`src/rtl/prog_feeder.sv`:
```
`default_nettype none
// ============================================================================
//  Module   : prog_feeder
//  Purpose  : Holds a small 32 x 9 program and feeds it, one instruction at a
//             time, to a simple processor. Each instruction is presented on
//             DOUT with a one-cycle Run strobe. The feeder then waits for the
//             processor's Done flag, advancing PC by 1 (or by 2 for mvi, whose
//             immediate follows the opcode word). Execution stops on a HALT
//             opcode, or on a watchdog timeout if Done never arrives.
//  Ports    : Clock, Resetn    - clock (rising edge), async active-low reset
//             Start            - run the program from address 0 (idle states)
//             LdEn/LdAddr/LdData - program-memory write port (idle states)
//             Done             - processor instruction-complete flag
//             DOUT             - word presented to the processor DIN bus
//             Run              - one-cycle instruction start strobe
//             PC               - address of the current instruction
//             Busy             - program executing (ISSUE or WAIT)
//             Halted / Err     - HALT reached / watchdog timeout
//             InstrCnt         - completed instructions, saturating at 255
//  Revision : 1.0  initial release
// ============================================================================
module prog_feeder #(
  parameter int WDOG = 8
) (
  input  logic       Clock,
  input  logic       Resetn,
  input  logic       Start,
  input  logic       LdEn,
  input  logic [4:0] LdAddr,
  input  logic [8:0] LdData,
  input  logic       Done,
  output logic [8:0] DOUT,
  output logic       Run,
  output logic [4:0] PC,
  output logic       Busy,
  output logic       Halted,
  output logic       Err,
  output logic [7:0] InstrCnt
);

  typedef enum logic [2:0] {
    S_IDLE  = 3'd0,
    S_ISSUE = 3'd1,
    S_WAIT  = 3'd2,
    S_HALT  = 3'd3,
    S_ERR   = 3'd4
  } state_t;

  localparam logic [2:0] OP_MVI  = 3'b001;
  localparam logic [2:0] OP_HALT = 3'b111;

  // The watchdog only needs to count up to WDOG-1: the WDOG-th silent WAIT
  // cycle is recognised by the terminal count itself.
  localparam int             WD_W    = (WDOG < 2) ? 1 : $clog2(WDOG);
  localparam logic [WD_W-1:0] WD_LAST = WD_W'(WDOG - 1);

  // --------------------------------------------------------------------------
  // Registers
  // --------------------------------------------------------------------------
  state_t          r_state;
  logic [4:0]      r_pc;
  logic [7:0]      r_cnt;
  logic [2:0]      r_op;
  logic [WD_W-1:0] r_wdog;
  logic [8:0]      r_mem [0:31];

  state_t          w_state_nx;
  logic [4:0]      w_pc_nx;
  logic [7:0]      w_cnt_nx;
  logic [2:0]      w_op_nx;
  logic [WD_W-1:0] w_wdog_nx;

  logic            w_idle_like;
  logic            w_wr_ok;
  logic [8:0]      w_cur;
  logic [8:0]      w_nxt;
  logic            w_lat_mvi;

  // Loading is only allowed while nothing is executing, so the processor can
  // never observe a word changing under it.
  assign w_idle_like = (r_state == S_IDLE) || (r_state == S_HALT) || (r_state == S_ERR);
  assign w_wr_ok     = LdEn && w_idle_like;

  // Asynchronous reads: the word at PC and the one after it (mvi immediate).
  // The 5-bit add wraps 31 -> 0 naturally.
  assign w_cur     = r_mem[r_pc];
  assign w_nxt     = r_mem[r_pc + 5'd1];
  assign w_lat_mvi = (r_op == OP_MVI);

  // --------------------------------------------------------------------------
  // Program memory: write-only clocked, contents survive reset.
  // --------------------------------------------------------------------------
  always_ff @(posedge Clock) begin
    if (w_wr_ok) begin
      r_mem[LdAddr] <= LdData;
    end
  end

  // --------------------------------------------------------------------------
  // State and datapath registers
  // --------------------------------------------------------------------------
  always_ff @(posedge Clock or negedge Resetn) begin
    if (!Resetn) begin
      r_state <= S_IDLE;
      r_pc    <= 5'd0;
      r_cnt   <= 8'd0;
      r_op    <= 3'd0;
      r_wdog  <= '0;
    end else begin
      r_state <= w_state_nx;
      r_pc    <= w_pc_nx;
      r_cnt   <= w_cnt_nx;
      r_op    <= w_op_nx;
      r_wdog  <= w_wdog_nx;
    end
  end

  // --------------------------------------------------------------------------
  // Next-state and output logic. All outputs are decoded from the current
  // state, so an asynchronous reset clears them immediately.
  // --------------------------------------------------------------------------
  always_comb begin
    w_state_nx = r_state;
    w_pc_nx    = r_pc;
    w_cnt_nx   = r_cnt;
    w_op_nx    = r_op;
    w_wdog_nx  = r_wdog;
    DOUT       = 9'd0;
    Run        = 1'b0;
    Busy       = 1'b0;
    Halted     = 1'b0;
    Err        = 1'b0;

    case (r_state)
      S_IDLE, S_HALT, S_ERR: begin
        Halted = (r_state == S_HALT);
        Err    = (r_state == S_ERR);
        if (Start) begin
          w_state_nx = S_ISSUE;
          w_pc_nx    = 5'd0;
          w_cnt_nx   = 8'd0;
          w_wdog_nx  = '0;
        end
      end

      S_ISSUE: begin
        Busy = 1'b1;
        if (w_cur[8:6] == OP_HALT) begin
          // HALT is never presented to the processor.
          w_state_nx = S_HALT;
        end else begin
          DOUT       = w_cur;
          Run        = 1'b1;
          w_op_nx    = w_cur[8:6];
          w_wdog_nx  = '0;
          w_state_nx = S_WAIT;
        end
      end

      S_WAIT: begin
        Busy = 1'b1;
        // During an mvi the processor fetches its immediate from DIN.
        DOUT = w_lat_mvi ? w_nxt : w_cur;
        if (Done) begin
          w_pc_nx    = w_lat_mvi ? (r_pc + 5'd2) : (r_pc + 5'd1);
          w_cnt_nx   = (r_cnt == 8'hFF) ? r_cnt : (r_cnt + 8'd1);
          w_wdog_nx  = '0;
          w_state_nx = S_ISSUE;
        end else if (r_wdog == WD_LAST) begin
          w_wdog_nx  = '0;
          w_state_nx = S_ERR;
        end else begin
          w_wdog_nx  = r_wdog + 1'b1;
        end
      end

      default: begin
        w_state_nx = S_IDLE;
      end
    endcase
  end

  assign PC       = r_pc;
  assign InstrCnt = r_cnt;

endmodule
`default_nettype wire

```
`config.mk`:
```
export PLATFORM = sky130hd
export DESIGN_NAME = prog_feeder
export DESIGN_NICKNAME = d
export VERILOG_FILES = /design/src/rtl/prog_feeder.sv
export SDC_FILE = /design/constraint.sdc
export NUM_CORES = 1
export LEC_CHECK = 0
export ABC_AREA = 0
export BUFFER_PORTS_ARGS = -buffer_cell sky130_fd_sc_hd__buf_4
export CORE_MARGIN = 5
export CORE_UTILIZATION = 50
export CTS_CLUSTER_DIAMETER = 200
export CTS_CLUSTER_SIZE = 24
export DETAILED_ROUTE_END_ITERATION = 8
export PLACE_DENSITY = 0.66
export SKIP_LAST_GASP = 1
export SYNTH_ARGS = -nofsm -noshare
export SYNTH_HDL_FRONTEND = slang
export SYNTH_SLANG_ARGS = --single-unit
export TNS_END_PERCENT = 30
```
`constraint.sdc`:
```
create_clock -name Clock -period 4.65 [get_ports Clock]
set_input_delay 0.465 -clock Clock [delete_from_list [all_inputs] [get_ports Clock]]
set_output_delay 0.465 -clock Clock [all_outputs]
set_load 0.005 [all_outputs]
```
# After elaboration in Yosys (flattened, before gate mapping)
# Memory sizes are Yosys's and may differ from the RTL's.
# Cells that the tools add are included.
[totals] ff_bits=22 ramBits=288 input_bits=19 word_cells=65 memories=1
[mem_list] name="r_mem" words=32 word_bits=9 rd=2 rd_ports_with_merged_regs=0 write_ports=1 line="65" source="logic [8:0] r_mem [0:31];"
[classes] addsub=4 eq_ne=13 muxes=28 n_bitwise=1 reduce_logical=13
[op_table] op="two-way mux 8 bit" count=3
[op_table] op="two-way mux 3 bit" count=7
[op_table] op="two-way mux 9 bit" count=2
[op_table] op="case mux 3 bit (3 select lines)" count=2
[op_table] op="case mux 9 bit (2 select lines)" count=1
[op_table] op="case mux 8 bit (2 select lines)" count=1
[op_table] op="two-way mux 5 bit" count=3
[op_table] op="case mux 5 bit (2 select lines)" count=1
[op_table] op="== test 3 bit (second input constant)" count=3
[op_table] op="adder 8 x 1 -> 8 bit (second input constant)" count=1
[op_table] op="== test 8 bit (second input constant)" count=1
[op_table] op="two-way mux 1 bit" count=8
[op_table] op="inequality test 2 bit (second input constant)" count=4
[op_table] op="== test 3 x 1 -> 1 bit (second input constant)" count=2
[op_table] op="== test 3 x 2 -> 1 bit (second input constant)" count=2
[op_table] op="AND reduction 3 bit" count=2
[op_table] op="adder 5 x 1 -> 5 bit (second input constant)" count=1
[op_table] op="adder 5 x 2 -> 5 bit (second input constant)" count=1
[op_table] op="AND reduction 2 bit" count=2
[op_table] op="AND reduction 4 bit" count=1
[op_table] op="adder 3 x 1 -> 3 bit (second input constant)" count=1
[op_table] op="logical NOT 3 bit" count=1
[op_table] op="inequality test 3 bit (second input constant)" count=1
[op_table] op="nonzero test 3 bit" count=1
[op_table] op="other kinds (6)" count=7

# Logic depth before layout (Yosys ltp)
[depth] word_depth=6 mapped_depth=11 depth_no_buf=7

# Least setup slack after synthesis
# Ideal clock, no wire load.
[synth_path] path_type="register -> output" startpoint="register r_pc[1], in the netlist PC[1]" endpoint="output port DOUT[0]" arrival_ns=2.346 setup_slack_ns=1.839 stages_incl_launch_ff=8 path_buffers=2 cell_sequence="dfrtp_1 > ha_1 > buf_2 > clkbuf_1 > mux4_2 > mux4_2 > o2111ai_1 > o31ai_1"
[synth_via] elab_chain_cells=4 word_cells_on_any_way=6 cone_classes="add/sub: 1; eq/ne: 1; mux: 3; memory: 1"
[synth_rtl] item="from (decl)" line="61" source="logic [4:0] r_pc;"
[synth_rtl] item="from (signal assigned)" line="111" source="r_pc <= w_pc_nx;"
[synth_rtl] item="adder 5 x 1 -> 5 bit or memory read (32 x 9 bit) (tied branches)"
[synth_rtl] item="memory read (32 x 9 bit) (*)"
[synth_rtl] item="two-way mux 9 bit (on tied branches)" line="163, 148"
[synth_rtl] item="case mux 9 bit (2 select lines) (*)" line="134" source="case (r_state)"
[synth_rtl] item="to (decl)" line="32" source="output logic [8:0] DOUT,"
# Mark *: on every way between the ends. The rest lies on a longest branch, timed or not.

# Worst setup path in the final report
[layout_path] startpoint="register r_pc[0], in the netlist PC[0]" endpoint="output port DOUT[6]"
# Same word-level chain as after synthesis.

==> summary.txt <==
GRT
---------------------------------------------------------------------------------------
Tot GR Track Use                                                                  21.4%
Number of global-route vias before repair                                          8700
First-pass GRT wire length                                                     54100 um
Antenna violations before repair                                                      0
Congestion Overflow GR                                                                0
Pin count of the biggest net entering global routing                                 59

FLOORPLANNING
---------------------------------------------------------------------------------------
Core Footprint                                                              0.0298 mm^2
Initial cell density of the core                                                  50.8%
Core Rows                                                                            63
Die Span Y                                                                       184 um
Die ar.                                                                     0.0339 mm^2
Number of top-level design ports                                                     45
Die width                                                                        184 um

STA
---------------------------------------------------------------------------------------
Fmax                                                                            240 MHz
Final Cycle Share                                                                 89.5%
Tmin final                                                                      4160 ps
Maximum clock skew at final layout                                              14.0 ps
Normalized max-slew margin                                                        14.3%
Worst hold margin                                                                266 ps
Final sum of negative setup slack                                                  0 ps
Setup repair after global routing missed its margin                                  no
Worst-Margin Slew                                                               1280 ps
Fin. max-slew vios                                                                    0
Count of final setup violators                                                        0
Fin. Hold Viols                                                                       0

FINISH
---------------------------------------------------------------------------------------
Ratio of cells with drive above 1 in the final layout                             25.2%
# nets final                                                                        928
Final core utilization                                                            54.9%
Post-synthesis to final-layout area growth                                        8.11%
Diodes inserted                                                                       0
Number of standard cells in the layout, taps in and fillers out                    1304

CTS
---------------------------------------------------------------------------------------
H-Tree Depth                                                                          1
Register clock-pin slew on the reported worst setup and hold paths                90 ps
Sink Count                                                                          310
Clock root buffer                                                          sky130_fd_sc_hd__clkbuf_16
Number of CTS-inserted buffers                                                       16
Hold bufs inserted after CTS                                                          1
Number of buffers between clock root and the deepest sink                             3
Quantity of gates resized following cts                                               0
Number of post-CTS setup repair buffers                                               0
Clock latency on the worst-skew pair                                             510 ps
TritonCTS clock tree                                                              built

ROUTE
---------------------------------------------------------------------------------------
Detail Route Antenna Nets                                                             0
1st-pass router iterations                                                            5
Sum of met3 wire segment lengths after detailed routing                         2580 um
Uppermost layer routed                                                             met4
Number of violations reported at the end of detailed-routing iteration 0            840
Total routed wirelength                                                        36300 um
Post-route DRC violation count                                                        0
Number of vias per cell after detailed routing                                     6.54
Wire length on met2                                                            17900 um
Via count                                                                          8524
Detailed-routing wirelength on met1                                            14600 um
Drt wl/cell                                                                     27.8 um

POWER AND IR DROP
---------------------------------------------------------------------------------------
Total chip power                                                                7.97 mW
Ratio of total power to cell area                                           487 mW/mm^2
Worst vdd rail ir drop                                                       0.000311 V
Leak pwr                                                                        5.32 nW

WORST SETUP PATH
---------------------------------------------------------------------------------------
Worst setup EP type                                                          output pin
Required @ worst endpoint                                                       4180 ps
Worst-path fanout max                                                                35
Worst setup path category                                                       reg2out
Worst path arrival time                                                         3700 ps
Setup crit start kind                                                          register

SYNTHESIS
---------------------------------------------------------------------------------------
Area share of the leading cell type in the synthesized netlist                    57.1%
Unique cell type count in the Yosys netlist                                          66
Number of synthesized flops with an enable pin                                      288
Count of yosys warnings during synthesis                                              0
Number of flip-flops and latches in the synthesized netlist                         310
Asr flop ratio synth                                                              7.10%
Mean area per synthesized cell                                                17.6 um^2
Yosys top cell by area                                                     sky130_fd_sc_hd__edfxtp_1
Net Count, Synth                                                                    886
Syn Std Cell Area                                                           0.0151 mm^2
Main area contributors after synthesis                                     sky130_fd_sc_hd__edfxtp_1, sky130_fd_sc_hd__mux4_2, sky130_fd_sc_hd__mux4_1, sky130_fd_sc_hd__mux2i_1, sky130_fd_sc_hd__dfrtp_1
Most used flip-flop cell after synthesis                                   sky130_fd_sc_hd__edfxtp_1
Cell count after synthesis                                                          862
Sequential cell area fraction in the yosys report                                 60.7%

PLACEMENT
---------------------------------------------------------------------------------------
Detailed Place HPWL                                                            24600 um
Post-Place Cells                                                                   1275
Number of buffers added on ports                                                     44
Placer congestion estimate                                                        0.881

STATUS
---------------------------------------------------------------------------------------
Status                                                                        completed

FLOW RUN
---------------------------------------------------------------------------------------
Maximum Capacitance Violations                                                        0

HOLD PATH
---------------------------------------------------------------------------------------
Type of the most critical hold path                                              in2reg

-- logic make-up (layout without fill, tap and decap cells) --
| logic type | Yosys count | in the layout | synth area share (%) |
|---|---|---|---|
| xor gates and xnor gates | 11 | 11 | 0.686 |
| AOI/OAI and AO/OA | 102 | 102 | 4.69 |
| buffers and inverters | 65 | 117 | 2.92 |
| adders and majority gates | 5 | 5 | 0.413 |
| and+or+nand+nor | 168 | 168 | 5.35 |
| DFF | 310 | 310 | 60.7 |
| muxes | 201 | 201 | 25.2 |
-- through the flow --
stage               worst slack (ps)  instance area (um^2)
floorplan                       1840                 15100
global placement                 977                 15900
detailed placement               977                 15900
CTS                              399                 16400
global route                     266                 16400
finish                           489                 16400
-- layout by cell type (no fill, tap or decap), drive strengths merged, types with 9 or more instances in the layout --
master  count
edfxtp    288
mux4      136
buf        80
mux2i      58
nor2       56
nand2      49
clkbuf     28
dfrtp      22
o21ai      21
a21oi      18
nand3      18
o221ai      9
-- synthesized netlist by cell type (all sizes together), types with 4 or more instances --
cell,n
inv,7
nor2b,6
a31oi,4
ha,5
edfxtp,288
mux2,7
mux4,136
nor3b,5
o22ai,5
nand3,18
nand3b,6
nand2b,4
o221ai,9
a22oi,5
nor3,5
a21oi,18
clkbuf,15
o31ai,5
nor2,56
o2111ai,5
a211oi,6
mux2i,58
dfrtp,22
xnor2,7
xor2,4
and2,5
o21ai,21
nand2,49
buf,42
-- sequential cells by signal, indices dropped and copies added (netlist names) --
register,count
InstrCnt,8
PC,5
r_mem,288
r_op,3
r_state,3
r_wdog,3
-- critical path, cell delays in order, from the launching register on --
cell and delay [ps]:
sky130_fd_sc_hd__dfrtp_4 710, sky130_fd_sc_hd__ha_4 680, sky130_fd_sc_hd__buf_4 330, sky130_fd_sc_hd__mux4_2 530, sky130_fd_sc_hd__mux2i_1 140, sky130_fd_sc_hd__nand2_1 90, sky130_fd_sc_hd__a32oi_1 210, sky130_fd_sc_hd__o21ai_0 120
sky130_fd_sc_hd__o21bai_1 190, sky130_fd_sc_hd__buf_4 150
-- worst paths after layout --
check / from / slack [ps] / cells after the start / end
max in group asynchronous: Resetn / 4020 / 2 / PC[1]
min in group asynchronous: Resetn / 370 / 2 / r_state[1]
setup reg to reg: r_state[1] / 1470 / 6 / r_mem[11][3]
hold / removal: Done / 270 / 2 / PC[1]
hold reg to reg: r_wdog[1] / 540 / 1 / r_wdog[1]
setup / recovery: PC[0] / 490 / 9 / DOUT[6]
-- per-layer routing --
| metal | vias up | GRT usage, % |
|---|---|---|
| li1 | 3665 | - |
| met5 | - | 0 |
| met2 | 342 | 35.5 |
| met3 | 68 | 2.71 |
| met4 | 0 | 6.18 |
| met1 | 4449 | 30.1 |
-- power breakdown --
part           switching [mW]  internal (mW)  total (mW)
Combinational            1.53           1.60        3.13
Clock                   0.845          0.706        1.55
Sequential              0.158           3.13        3.28
-- area by class of cell --
type / instances / area, um^2
fillers: 2333 / 13400
multi-input cells: 487 / 5540
well taps: 390 / 488
repair buffers: 81 / 636
inverters: 8 / 30.0
flip-flops and latches: 310 / 9210
clock buffers: 28 / 477
(Power assumes the default switching activity.)
